$ cat config.mk
export PLATFORM = sky130hd
export DESIGN_NAME = unified_mem_arbiter
export DESIGN_NICKNAME = d
export VERILOG_FILES = /design/src/rtl/unified_mem_arbiter.sv
export SDC_FILE = /design/constraint.sdc
export NUM_CORES = 1
export LEC_CHECK = 0
export ABC_AREA = 1
export BUFFER_PORTS_ARGS = -buffer_cell sky130_fd_sc_hd__buf_2
export CAP_MARGIN = 30
export CORE_MARGIN = 4
export CORE_UTILIZATION = 48
export DETAILED_ROUTE_END_ITERATION = 10
export GPL_TIMING_DRIVEN = 0
export PLACE_DENSITY = 0.82
export SYNTH_ARGS = -nofsm -noshare
export SYNTH_HDL_FRONTEND = slang
export SYNTH_SLANG_ARGS = --single-unit
export TNS_END_PERCENT = 20
$ cat constraint.sdc
create_clock -name clk -period 3.76 [get_ports clk]
set_clock_uncertainty 0.05 [all_clocks]
set_input_delay 1.128 -clock clk [delete_from_list [all_inputs] [get_ports clk]]
set_output_delay 1.128 -clock clk [all_outputs]
set_load 0.02 [all_outputs]
$ cat src/rtl/unified_mem_arbiter.sv
// Arbiter granting one of NUM_PORTS requesters access to a single-ported memory.
// Losing requesters are held off with a combinational per-port stall.
module unified_mem_arbiter #(
  parameter int NUM_PORTS = 2,
  parameter int ADDR_W    = 32,
  parameter int DATA_W    = 32,
  parameter int MEM_LAT   = 1,
  parameter int RR_MODE   = 0
) (
  input  logic                            clk,
  input  logic                            rst,
  input  logic [NUM_PORTS-1:0]            req,
  input  logic [NUM_PORTS-1:0]            we,
  input  logic [NUM_PORTS*ADDR_W-1:0]     addr,
  input  logic [NUM_PORTS*DATA_W-1:0]     wdata,
  input  logic [NUM_PORTS*(DATA_W/8)-1:0] wstrb,
  output logic [NUM_PORTS-1:0]            ack,
  output logic [NUM_PORTS-1:0]            stall,
  output logic [DATA_W-1:0]               rdata,
  output logic                            mem_en,
  output logic                            mem_we,
  output logic [ADDR_W-1:0]               mem_addr,
  output logic [DATA_W-1:0]               mem_wdata,
  output logic [DATA_W/8-1:0]             mem_wstrb,
  input  logic [DATA_W-1:0]               mem_rdata
);

  // state  | meaning
  // IDLE   | no access in flight; grant the next winner on this edge
  // ACCESS | memory command held on mem_*; counter runs down to 0
  // DONE   | ack pulse to the granted port; always returns to IDLE

  localparam int STRB_W = DATA_W / 8;
  localparam int IDX_W  = $clog2(NUM_PORTS);
  localparam int CNT_W  = (MEM_LAT > 1) ? $clog2(MEM_LAT) : 1;

  typedef enum logic [1:0] {IDLE, ACCESS, DONE} state_t;

  state_t             state;
  logic [CNT_W-1:0]   cnt;
  logic [IDX_W-1:0]   rr_ptr;
  logic [IDX_W-1:0]   grant_idx;

  logic [IDX_W-1:0]   search_start;
  logic [IDX_W:0]     probe;
  logic [IDX_W-1:0]   win_idx;
  logic               win_found;
  logic [IDX_W-1:0]   next_ptr;

  // Circular search from the start index; fixed priority always starts at 0.
  always_comb begin
    search_start = (RR_MODE != 0) ? rr_ptr : '0;
    probe        = '0;
    win_idx      = '0;
    win_found    = 1'b0;
    for (int k = 0; k < NUM_PORTS; k++) begin
      probe = {1'b0, search_start} + (IDX_W+1)'(k);
      if (probe >= (IDX_W+1)'(NUM_PORTS))
        probe = probe - (IDX_W+1)'(NUM_PORTS);
      if (!win_found && req[probe[IDX_W-1:0]]) begin
        win_found = 1'b1;
        win_idx   = probe[IDX_W-1:0];
      end
    end
  end

  assign next_ptr = (win_idx == IDX_W'(NUM_PORTS - 1)) ? '0 : win_idx + 1'b1;
  assign stall    = req & ~ack;

  always_ff @(posedge clk or negedge rst) begin
    if (!rst) begin
      state     <= IDLE;
      cnt       <= '0;
      rr_ptr    <= '0;
      grant_idx <= '0;
      ack       <= '0;
      rdata     <= '0;
      mem_en    <= 1'b0;
      mem_we    <= 1'b0;
      mem_addr  <= '0;
      mem_wdata <= '0;
      mem_wstrb <= '0;
    end else begin
      case (state)
        IDLE: begin
          ack <= '0;
          if (win_found) begin
            grant_idx <= win_idx;
            rr_ptr    <= next_ptr;
            mem_en    <= 1'b1;
            mem_we    <= we[win_idx];
            mem_addr  <= addr[win_idx*ADDR_W +: ADDR_W];
            mem_wdata <= wdata[win_idx*DATA_W +: DATA_W];
            mem_wstrb <= wstrb[win_idx*STRB_W +: STRB_W];
            cnt       <= CNT_W'(MEM_LAT - 1);
            state     <= ACCESS;
          end else begin
            mem_en    <= 1'b0;
            mem_we    <= 1'b0;
            mem_addr  <= '0;
            mem_wdata <= '0;
            mem_wstrb <= '0;
          end
        end
        ACCESS: begin
          if (cnt != '0) begin
            cnt <= cnt - 1'b1;
          end else begin
            // writes leave the last read value visible on rdata
            if (!mem_we)
              rdata <= mem_rdata;
            mem_en <= 1'b0;
            mem_we <= 1'b0;
            ack    <= NUM_PORTS'(1) << grant_idx;
            state  <= DONE;
          end
        end
        DONE: begin
          ack   <= '0;
          state <= IDLE;
        end
        default: begin
          ack   <= '0;
          state <= IDLE;
        end
      endcase
    end
  end

endmodule

* Word level (Yosys, flattened, before mapping)
Cells that the tools add are included.
Word-level totals: bits in registers 108, latch bits 0, RAM bits 0, ROM bits 0, input port bits 174, output and inout bits 106, logic and storage cells 53, memories kept 0
Cells by class: add/subtract/negate cells 1, $mul 0, div/mod/pow operators 0, order comparisons 1, equality and inequality tests 3, shifts and indexed selects 4, mux-type cells 21, bitwise operators 4, reductions and logical operators 9
Operator list (count):
- indexed part select 64 x 7 -> 32 bit | 2
- 2-to-1 mux 32 bit | 2
- 2-to-1 mux 1 bit | 10
- 2-to-1 mux 2 bit | 4
- AND reduction 2 bit | 4
- indexed part select 8 x 4 -> 4 bit | 1
- one-hot mux 1 bit (2 select lines) | 3
- 2-to-1 mux 4 bit | 1
- != test 2 bit, second input constant | 2
- one-hot mux 2 bit (2 select lines) | 1
- AND reduction 3 bit | 1
- bitwise AND 2 bit | 1
- == test 2 x 1 -> 1 bit, second input constant | 1
- zero test 2 bit | 1
- less-than comparator 1 x 2 -> 1 bit, second input constant | 1
- inverter 1 bit | 2
- inverter 2 bit | 1
- nonzero test 2 bit | 1
- << shifter 1 x 1 -> 2 bit, first input constant | 1
- logical AND 1 bit | 1
- zero test 1 bit | 1
- subtractor 1 bit, second input constant | 1

* Longest topological paths before layout
depth after elaboration 8, depth in mapped cells 8, gate-level depth less buffers 6

* Worst setup path after synthesis
Ideal clock, no wire load.
kind input port to output port, start input req[0], end output stall[0], arrival time 1.543 ns, path slack 1.039 ns, stages 3, path buffers 1, cells stage by stage buf_6 inv_2 nor2_1
Between the ends: cells in the longest elaborated chain, start to end 1
RTL lines:
- start: declaration | line 12 | input logic [NUM_PORTS-1:0] req,
- bitwise AND 2 bit | line 68 | assign stall = req & ~ack;
- end: declaration | line 18 | output logic [NUM_PORTS-1:0] stall,
Every way passes these cells.

* Worst setup path after layout
Ends and elaborated chain as after synthesis.

==> metrics.md <==
| Metric | Value |
|---|---|
| Status | `complete, no violations` |
| Syn. warnings | `0` |
| Clock sinks | `107` |
| Clock network fraction of total power | `around an eighth` |
| Post-layout net count | `1189` |
| Max Clk Rate | `roughly 360 MHz` |
| Sw power | `2770 uW` |
| Number of global-route vias before repair | `~5000` |
| Startpoint Class | `input port` |
| Synth Cell Area | `5120 um2` |
| Synth area leaders | `dfrtp_1 (52%), nand2_1 (19%), nor2_1 (18%)` |
| CP endpoint kind | `output port` |
| Final hold vios | `0` |
| Pint | `between 3000 and 4000 uW` |
| Top Ports | `280` |
| GPL Wtd Cong | `~0.85` |
| Worst EP required | `2.58 ns` |
| Peak VDD IR | `around 0.00044 V` |
| Initial core utilization | `slightly below 50%` |
| Critical path class | `in -> out` |
| Initial drt markers | `291` |
| # rows | `37` |
| Fin area | `slightly below 7000 um2` |
| Final setup fails | `0` |
| Post-Route WL | `15300 um` |
| Pins Over Slew Limit | `0` |
| Crit path cell chain | `buf_6, inv_2, nor2_1, buf_2` |
| Post-route setup slack | `~1.0 ns` |
| TritonCTS clock tree | `built` |
| DR WL/cell | `between 10 and 15 um` |
| Dpl ws | `approximately 1 ns` |
| Total of max-cap violations | `0` |
| Post-cts hold buffer count | `0` |
| Die footprint | `~12000 um2` |
| Worst slew pin tran | `roughly 0.64 ns` |
| Global-route wire length before repair | `between 20000 and 25000 um` |
| Post-synth EDFFs | `0` |
| RSZ-0062 raised after global routing | `no` |
| Critical-path maximum fanout | `8` |
| Placed inst area | `roughly 6700 um2` |
| Slew HR | `57.5%` |
| Share of layout cells above drive strength 1 | `about a third` |
| WHS Path Cells | `1` |
| Arrival time worst endpoint | `1.57 ns` |
| # resized after CTS | `0` |
| Logic pwr share | `a little over half` |
| Ys async rst share | `between 90% and 100%` |
| DRC viols | `0` |
| Post-CTS Setup Bufs | `0` |
| GRT Residual Overflow | `0` |
| Post-synth cell types | `13` |
| Most frequent cell after synthesis | `nand2_1` |
| Die Y-Extent | `roughly 110 um` |
| Area fraction of the dominant cell type after synthesis | `a little over half` |
| Buf/Inv on CP | `3` |
| Yosys reg bits | `approximately 110` |
| Sw Ratio | `a little under half` |
| Stages on the worst setup path | `4` |
| Leak Pwr | `approximately 0.0042 uW` |
| Post-route ant nets | `0` |
| Number of port buffers | `between 200 and 300` |
| Detailed Place HPWL | `approximately 12000 um` |
| DRT Pass-1 Iters | `4` |
| CP max-delay cell | `buf_2` |
| # fillers | `979` |
| Htree depth | `3` |
| Largest net degree at the start of global routing | `62` |
| Fin crit period | `between 2 and 3 ns` |
| Routed vias | `between 5000 and 6000` |
| Clock tree root driver cell | `clkbuf_8` |
| Post-DR vias/cell | `4.46` |
| Die Wd | `111 um` |
| Register clock-pin slew on the reported worst setup and hold paths | `approximately 0.11 ns` |
| Total global-route track usage | `between 20% and 30%` |
| Clk Latency, worst-skew pair | `0.35 ns` |
| R2R depth | `6` |
| Setup tns final | `0 ns` |
| Seq/Total Area, Yosys | `a little over half` |
| Worst hold path type | `reg -> reg` |
| Pwr per Cell Area | `841 nW/um2` |
| Core area | `10400 um2` |
| Syn nets | `between 800 and 900` |
| Top FF cell, synth | `dfrtp_1` |
| Bufs on Longest Clock Path | `2` |
| Synth cell count leaders | `nand2_1 (260), nor2_1 (240), dfrtp_1 (107)` |
| Delay-heaviest family, CP | `buffers and inverters` |
| Antenna Cells | `0` |
| Synth area leader | `dfrtp_1` |
| Layout area overhead | `35.2%` |
| Cells after synthesis | `725` |
| Flop pwr share | `between 30% and 40%` |
| Antenna violations before repair | `0` |
| Crit share post-route | `between 70% and 80%` |
| Avg Inst Size Synth | `7.06 um2` |
| Largest stage delay, worst path | `about 0.18 ns` |
| Number of CTS-inserted buffers | `9` |
## sequential cells by signal, indices dropped and copies added (netlist names)
register / cells
mem_addr: 32
mem_wdata: 32
rdata: 32
mem_wstrb: 4
ack: 2
state: 2
grant_idx: 1
mem_en: 1
mem_we: 1
## power groups by stage
stage / combinational [uW] / clock, uW / sequential (uW)
after global routing: 3410 / 780 / 2110
after CTS: 3120 / 728 / 2030
after floorplan: 1290 / 0 / 2760
final: 3070 / 713 / 2030
after detailed placement: 3120 / 0 / 2040
after global placement: 3060 / 0 / 2030
## logic make-up (layout without fill, tap and decap cells)
group           count (synthesis)  count (layout)  synth area share [%]
compound gates                 12              12                  1.17
buf+inv                       102             397                  9.39
flops                         107             107                  52.3
simple gates                  504             504                  37.1
## worst paths after layout
| check | to | slack, ns | start |
|---|---|---|---|
| setup / recovery | stall[0] | 1.02 | req[0] |
| hold / removal | ack[0]$_DFF_PN0_ | 0.40 | grant_idx$_DFFE_PN0P_ |
| setup reg to reg | mem_addr[2]$_DFFE_PN0P_ | 2.26 | state[1]$_DFFE_PN0P_ |
| hold reg to reg | ack[0]$_DFF_PN0_ | 0.40 | grant_idx$_DFFE_PN0P_ |
| max in group asynchronous | mem_addr[20]$_DFFE_PN0P_ | 2.23 | rst |
| min in group asynchronous | mem_wdata[26]$_DFFE_PN0P_ | 0.72 | rst |
## per-stage QoR
step | instances | hold WS [ns] | total power (uW) | utilization (%)
after detailed placement | 1140 | 0.388 | 5170 | 64.7
after global placement | 1139 | 0.361 | 5090 | 64.4
final | 1156 | 0.402 | 5820 | 66.7
after floorplan | 725 | 0.353 | 4050 | -
after global routing | 1156 | 0.425 | 6300 | 66.7
after CTS | 1156 | 0.410 | 5870 | 66.7
## metal layers
layer  global-route usage (%)  vias to the layer above  part of all wire (%)
met5                        0                        -                     0
met4                     6.73                        0                   2.2
met3                     6.44                       24                   7.4
met2                     41.1                      190                    49
met1                     30.7                     2256                    41
li1                         -                     2681                     -
## cells in the final DEF, fill, tap and decap left out, drive strengths merged
cell type / count
buf: 309
clkbuf: 15
clkinv: 4
dfrtp: 107
inv: 69
nand2: 262
nand3: 1
nor2: 241
o21ai: 12
## final cells by class
class / count / area [um2] / area share, %
flip-flops and latches: 107 / 2680 / 38.7
multi-input cells: 516 / 1960 / 28.3
repair buffers: 279 / 1420 / 20.5
inverters: 66 / 248 / 3.58
plain buffers: 36 / 233 / 3.36
well taps: 136 / 170 / 2.46
clock buffers: 9 / 124 / 1.79
clock inverters: 7 / 83.8 / 1.21
Power figures use the tool's default switching activity.
